### config.mk
export PLATFORM = sky130hd
export DESIGN_NAME = mmio_tx_timer
export DESIGN_NICKNAME = d
export VERILOG_FILES = /design/src/rtl/mmio_pkg.sv /design/src/rtl/mmio_tx_timer_tx_fifo.sv /design/src/rtl/mmio_tx_timer.sv
export SDC_FILE = /design/constraint.sdc
export NUM_CORES = 1
export LEC_CHECK = 0
export CAP_MARGIN = 0
export CORE_MARGIN = 2
export CORE_UTILIZATION = 25
export DETAILED_ROUTE_END_ITERATION = 10
export PLACE_DENSITY = 0.54
export SLEW_MARGIN = 20
export SYNTH_ARGS = -nofsm -noshare
export SYNTH_HDL_FRONTEND = slang
export SYNTH_SLANG_ARGS = --single-unit
### constraint.sdc
create_clock -name clk -period 2.7 [get_ports clk]
set_clock_uncertainty 0.15 [all_clocks]
set_input_delay 0.54 -clock clk [delete_from_list [all_inputs] [get_ports clk]]
set_output_delay 0.54 -clock clk [all_outputs]
set_load 0.01 [all_outputs]
### src/rtl/mmio_pkg.sv
// mmio_pkg
//   Shared constants for the memory-mapped transmit/timer responder:
//   register select codes (address bits [4:2]), STATUS bit positions,
//   the default window base and the COMPARE reset value.
package mmio_pkg;

  // Register select codes, taken from address bits [4:2].
  localparam logic [2:0] REG_TXDATA  = 3'd0;
  localparam logic [2:0] REG_STATUS  = 3'd1;
  localparam logic [2:0] REG_TIMER   = 3'd2;
  localparam logic [2:0] REG_COMPARE = 3'd3;

  // STATUS bit positions.
  localparam int ST_EMPTY     = 0;
  localparam int ST_FULL      = 1;
  localparam int ST_OVERFLOW  = 2;
  localparam int ST_MATCH     = 3;
  localparam int ST_COUNT_LSB = 4;

  localparam logic [31:0] DEFAULT_BASE = 32'hFFFF_FF00;
  localparam logic [31:0] COMPARE_RST  = 32'hFFFF_FFFF;

endpackage

### src/rtl/mmio_tx_timer_tx_fifo.sv
// tx_fifo
//   Byte-wide circular FIFO feeding the transmit consumer.
//   A push is accepted when the FIFO is not full, or when a pop happens
//   in the same cycle; a pop is accepted only when the FIFO is not empty.
// Ports:
//   clk, rst   clock, asynchronous active-low reset
//   push       push request, dataIn is stored when accepted
//   pop        pop request, head advances when accepted
//   head       head entry, zero when empty
//   empty/full occupancy flags
//   count      occupancy, 0..DEPTH
module tx_fifo #(
  parameter int WIDTH = 8,
  parameter int DEPTH = 8,
  localparam int AW = (DEPTH > 1) ? $clog2(DEPTH) : 1,
  localparam int CW = $clog2(DEPTH + 1)
) (
  input  logic             clk,
  input  logic             rst,
  input  logic             push,
  input  logic             pop,
  input  logic [WIDTH-1:0] dataIn,
  output logic [WIDTH-1:0] head,
  output logic             empty,
  output logic             full,
  output logic [CW-1:0]    count
);

  logic [WIDTH-1:0] mem [DEPTH];
  logic [AW-1:0]    wrPtr;
  logic [AW-1:0]    rdPtr;
  logic             doPush;
  logic             doPop;

  assign empty  = (count == '0);
  assign full   = (count == CW'(DEPTH));
  assign doPop  = pop && !empty;
  assign doPush = push && (!full || doPop);
  assign head   = empty ? '0 : mem[rdPtr];

  // NOTE: the storage array has no reset; occupancy is tracked by count and
  // pointers, and head is masked while empty, so stale entries never leak.
  always_ff @(posedge clk) begin
    if (doPush) mem[wrPtr] <= dataIn;
  end

  // NOTE: all state updates use non-blocking assignments so every register
  // samples pre-edge values, independent of statement order.
  always_ff @(posedge clk or negedge rst) begin
    if (!rst) begin
      wrPtr <= '0;
      rdPtr <= '0;
      count <= '0;
    end else begin
      if (doPush) wrPtr <= (wrPtr == AW'(DEPTH - 1)) ? '0 : wrPtr + AW'(1);
      if (doPop)  rdPtr <= (rdPtr == AW'(DEPTH - 1)) ? '0 : rdPtr + AW'(1);
      // Simultaneous push and pop leave the occupancy unchanged.
      case ({doPush, doPop})
        2'b10:   count <= count + CW'(1);
        2'b01:   count <= count - CW'(1);
        default: count <= count;
      endcase
    end
  end

endmodule

### src/rtl/mmio_tx_timer.sv
// mmio_tx_timer
//   Memory-stage MMIO responder decoding a 32-byte window at BASE:
//     0x00 TXDATA  write pushes WD[7:0] into the transmit FIFO, reads 0
//     0x04 STATUS  {count[7:4], match, overflow, full, empty}; W1C bits 2,3
//     0x08 TIMER   free-running counter, writes load it
//     0x0C COMPARE compare value; TIMER == COMPARE sets match pending
//   Timer, compare, match pending and irq exist only when MMIO_TIMER_EN is
//   defined; otherwise 0x08/0x0C read 0, STATUS[3] reads 0, irq is 0.
// Ports:
//   clk, rst          clock, asynchronous active-low reset
//   WE, A, WD         memory-stage write enable, byte address, store data
//   RD, hit           combinational load data and window decode
//   txData, txValid   FIFO head byte (0 when empty) and not-empty
//   txReady           consumer accepts the head byte
//   irq               match pending
module mmio_tx_timer
  import mmio_pkg::*;
#(
  parameter logic [31:0] BASE  = DEFAULT_BASE,
  parameter int          DEPTH = 8
) (
  input  logic        clk,
  input  logic        rst,
  input  logic        WE,
  input  logic [31:0] A,
  input  logic [31:0] WD,
  output logic [31:0] RD,
  output logic        hit,
  output logic [7:0]  txData,
  output logic        txValid,
  input  logic        txReady,
  output logic        irq
);

  localparam int CW = $clog2(DEPTH + 1);

  logic [2:0]    regSel;
  logic          wrEn;
  logic          pushReq;
  logic          popReq;
  logic          statusWr;
  logic          fifoEmpty;
  logic          fifoFull;
  logic [CW-1:0] fifoCount;
  logic          overflow;
  logic          overflowSet;
  logic          matchPending;
  logic [31:0]   status;
  logic          unusedBits;

  assign hit      = (A[31:5] == BASE[31:5]);
  assign regSel   = A[4:2];
  assign wrEn     = WE && hit;
  assign pushReq  = wrEn && (regSel == REG_TXDATA);
  assign statusWr = wrEn && (regSel == REG_STATUS);
  assign popReq   = txValid && txReady;

  // Address bits [1:0] never select anything; upper store bits are only
  // meaningful for the timer registers.
  assign unusedBits = &{1'b0, A[1:0], WD};

  tx_fifo #(
    .WIDTH (8),
    .DEPTH (DEPTH)
  ) u_fifo (
    .clk    (clk),
    .rst    (rst),
    .push   (pushReq),
    .pop    (popReq),
    .dataIn (WD[7:0]),
    .head   (txData),
    .empty  (fifoEmpty),
    .full   (fifoFull),
    .count  (fifoCount)
  );

  assign txValid = !fifoEmpty;

  // A full-FIFO push is only lost when no pop frees a slot that same edge.
  assign overflowSet = pushReq && fifoFull && !popReq;

  always_ff @(posedge clk or negedge rst) begin
    if (!rst) begin
      overflow <= 1'b0;
    end else if (overflowSet) begin
      overflow <= 1'b1;
    end else if (statusWr && WD[ST_OVERFLOW]) begin
      overflow <= 1'b0;
    end
  end

`ifdef MMIO_TIMER_EN
  logic [31:0] timer;
  logic [31:0] compare;

  always_ff @(posedge clk or negedge rst) begin
    if (!rst) begin
      timer        <= '0;
      compare      <= COMPARE_RST;
      matchPending <= 1'b0;
    end else begin
      if (wrEn && (regSel == REG_TIMER)) timer <= WD;
      else                               timer <= timer + 32'd1;

      if (wrEn && (regSel == REG_COMPARE)) compare <= WD;

      // Hardware set wins over a same-cycle W1C.
      if (timer == compare)                  matchPending <= 1'b1;
      else if (statusWr && WD[ST_MATCH])     matchPending <= 1'b0;
    end
  end
`else
  assign matchPending = 1'b0;
`endif

  assign irq = matchPending;

  always_comb begin
    status                        = '0;
    status[ST_EMPTY]              = fifoEmpty;
    status[ST_FULL]               = fifoFull;
    status[ST_OVERFLOW]           = overflow;
    status[ST_MATCH]              = matchPending;
    status[ST_COUNT_LSB +: 4]     = 4'(fifoCount);
  end

  // NOTE: RD gets a default before the case so no path leaves it
  // unassigned, which would otherwise infer a latch.
  always_comb begin
    RD = '0;
    if (hit) begin
      case (regSel)
        REG_STATUS:  RD = status;
`ifdef MMIO_TIMER_EN
        REG_TIMER:   RD = timer;
        REG_COMPARE: RD = compare;
`endif
        default:     RD = '0;
      endcase
    end
  end

endmodule

==> results.json <==
{
  "hold_viol": 0,
  "cts.sink_count": 75,
  "diodes": 0,
  "wl_per_cell_um": 15.3,
  "drt-total-wl_um": 7500,
  "violations": "setup timing",
  "clk_pin_slew_worst_paths_ps": 60,
  "ys.flop_type": "edfxtp_1",
  "n_fill_cell": 1319,
  "mostFrequentLayoutCells": "edfxtp_1 (64), conb_1 (26), clkdlybuf4s50_1 (23), buf_4 (21), mux4_2 (16)",
  "ys_async_sr_fraction_pct": 14.7,
  "worst-r2r-cell-count": 10,
  "vias_post_dr": 2033,
  "slew_violations": 0,
  "finalWorstSetupSlack_ps": -13.2,
  "yosysSeqAreaShare_pct": 62.8,
  "track_usage_pct": 10.2,
  "end_of_the_critical_path": "RD[4]",
  "top_cells_by_area_in_the_synthesized_netlist": "edfxtp_1 (55%), mux4_2 (10%), dfrtp_1 (7.9%)",
  "rsz0062_at_grt": "yes",
  "placement.cell_area_um2": 4360,
  "maxClockFrequency_mhz": 369,
  "cts_inserted_buffers": 9,
  "power_density_nw_per_um2": 817,
  "critical-path-max-stage-delay_ps": 540,
  "core_region_area_um2": 13800,
  "rrSetupSlack_ps": 340,
  "irDropWorstVdd_mv": 0.281,
  "max_slew.worst_pin.slew_ps": 626,
  "post_route_cells_drive_above_1_share_pct": 31.2,
  "areaGrowthSynthToFinish_pct": 38.2,
  "die_height_um": 122,
  "floorplan.initialDensity_pct": 25.4,
  "static-leakage-power_nw": 1.86,
  "hold_path_class": "in2async",
  "via_count_of_the_first_global_routing_pass": 2037,
  "worst_r2r_endpoint": "u_fifo.count[2]$_DFFE_PN0P_",
  "status": "complete, but fails checks",
  "detail_route.iter0.violations": 79,
  "cts_tree": "done",
  "grt_pass1_wl_um": 11100,
  "globalRouteOverflowTotal": 0,
  "end_kind": "output port",
  "grt_antenna_before_repair": 0,
  "final_nets": 381,
  "worst_path_most_repeated_cell": "buf_6",
  "io-pin-count": 111,
  "place_congestion": 0.757,
  "number_of_distinct_library_cells_after_synthesis": 41,
  "cpMaxStageDelayCell": "or4b_4",
  "yosysWarnings": 0,
  "yosys_register_bits": 75,
  "timing.final.setup_violations": 3,
  "worstSetupPathType": "in2out",
  "finalCritPeriodShare_pct": 100,
  "hold_buffers": 0,
  "layout.cells.most_common": "edfxtp_1",
  "combined_area_of_the_multi_input_logic_cells_um2": 1210,
  "fin_area_um2": 4830,
  "vias_per_cell": 4.14,
  "rows": 43,
  "dieWidth_um": 122,
  "synth_edf_count": 64,
  "slew_headroom_pct": 58.3,
  "max_capacitance_violation_count": 0,
  "synthesis.area_per_instance_um2": 16.0,
  "path_cells": "buf_6 -> or4b_4 -> nor4_4 -> and4_4 -> buf_6 -> buf_6 -> and2_4 -> buf_6",
  "worst-endpoint-required_ps": 2010,
  "synthDominantAreaCellType": "edfxtp_1",
  "crit_path_max_fanout": 4,
  "seqCellArea_um2": 2200,
  "fin_worst_hold_slack_ps": 414,
  "maximum_level_of_the_cts_h_tree": 3,
  "detail-route-antenna-nets": 0,
  "fin_crit_ps": 2710,
  "startpoint_type": "primary input",
  "syn_area_um2": 3500,
  "place_hpwl_um": 4890,
  "grt_max_degree": 19,
  "yosysTopAreaCellShare_pct": 55.0,
  "first_pass_iters": 4,
  "netlist_instances": 218,
  "clk-insertion-delay-late_ps": 330,
  "clock_path_buffers": 2,
  "post-route-drc-count": 0,
  "worst_ep_arrival_time_ps": 2020,
  "worst_r2r_startpoint": "u_fifo.count[1]$_DFFE_PN0P_",
  "crit_path_start": "A[6]",
  "die_area_um2": 14900,
  "number_of_port_buffers": 58,
  "root_buffer": "clkbuf_16"
}
==> final cells by class <==
cell class	instances	share of cell area [%]
Inverter	7	0.544
Sequential cell	75	45.5
Multi-Input combinational cell	127	25.1
Timing Repair Buffer	86	17.6
Clock buffer	10	4.74
Clock inverter	6	1.86
Tap cell	180	4.66
==> worst min-delay path by stage <==
| stage | start | endpoint | slack (ps) | depth (start not counted) |
|---|---|---|---|---|
| 5_1_grt | rst | u_fifo.count[1]$_DFFE_PN0P_ | 450 | 1 |
| 4_1_cts | rst | u_fifo.count[3]$_DFFE_PN0P_ | 430 | 1 |
| 3_5_place_dp | u_fifo.count[3]$_DFFE_PN0P_ | u_fifo.count[3]$_DFFE_PN0P_ | 440 | 1 |
| 6_report | rst | u_fifo.count[2]$_DFFE_PN0P_ | 410 | 1 |
| 2_1_floorplan | rst | overflow$_DFFE_PN0P_ | 90 | 0 |
| 3_3_place_gp | u_fifo.count[3]$_DFFE_PN0P_ | u_fifo.count[3]$_DFFE_PN0P_ | 440 | 1 |
==> critical path, delay by kind of cell <==
kind | cells | cell delay (ps)
simple gates | 4 | 1110
buf+inv | 4 | 380
==> per-stage QoR <==
step	utilization, %	power [mW]	cells	setup WS [ps]	TNS, ps
finish	35.1	3.95	491	-13.2	-33.2
global route	35.1	4.15	491	-72.2	-300
CTS	34.4	3.89	489	-90.3	-302
detailed placement	31.7	2.65	469	-660	-26550
global placement	31.7	2.64	469	-622	-24130
floorplan	-	2.14	243	-253	-9270
==> flip-flops by register name, indices dropped and copies added (netlist names) <==
register,flops
u_fifo.count,4
overflow,1
u_fifo.rdPtr,3
u_fifo.wrPtr,3
u_fifo.mem,64
==> what timing repair did <==
action                                  4_1_cts  5_1_grt
pin swaps                                    10        4
gates resized for setup                      80       20
buffers inserted                              4        0
cloned                                        0        2
endpoints found under the setup margin       27       14
==> layer usage <==
layer | share of wire (%) | global-route usage [%]
met3 | 3.8 | 2.83
met5 | 0 | 0
met2 | 48 | 16.7
met4 | 1.8 | 4.17
met1 | 46 | 12.7
==> kinds of logic after synthesis <==
kind of cell,after synthesis,synth area share (%)
AND/OR/NAND/NOR,50,9.34
XOR/XNOR,6,1.50
AO/OA/AOI/OAI,8,1.58
buffers and inverters,41,7.48
other,1,0.107
flip-flops,75,62.8
adder cells (fa/ha/maj),7,2.51
multiplexers,30,14.6
==> cells in the mapped netlist, drive strengths merged, types with 2 or more instances <==
cell type / count
buf: 30
mux4: 16
edfxtp: 64
clkbuf: 4
mux2: 6
nand2: 2
ha: 7
a21oi: 2
dfrtp: 11
nor2: 11
nand4: 5
or4b: 2
xor2: 5
nor3: 5
nor4: 6
and3: 2
nand3: 3
nor4b: 2
and2: 7
mux2i: 8
inv: 7
==> where the power goes <==
| group | leakage [nW] | switching (mW) | total, mW | internal [mW] |
|---|---|---|---|---|
| sequential | 0.707 | 0.151 | 1.47 | 1.32 |
| clock | 0.153 | 0.455 | 1.27 | 0.810 |
| combinational | 0.998 | 0.503 | 1.22 | 0.714 |
| total | 1.86 | 1.11 | 3.95 | 2.84 |
Power figures use the tool's default switching activity.
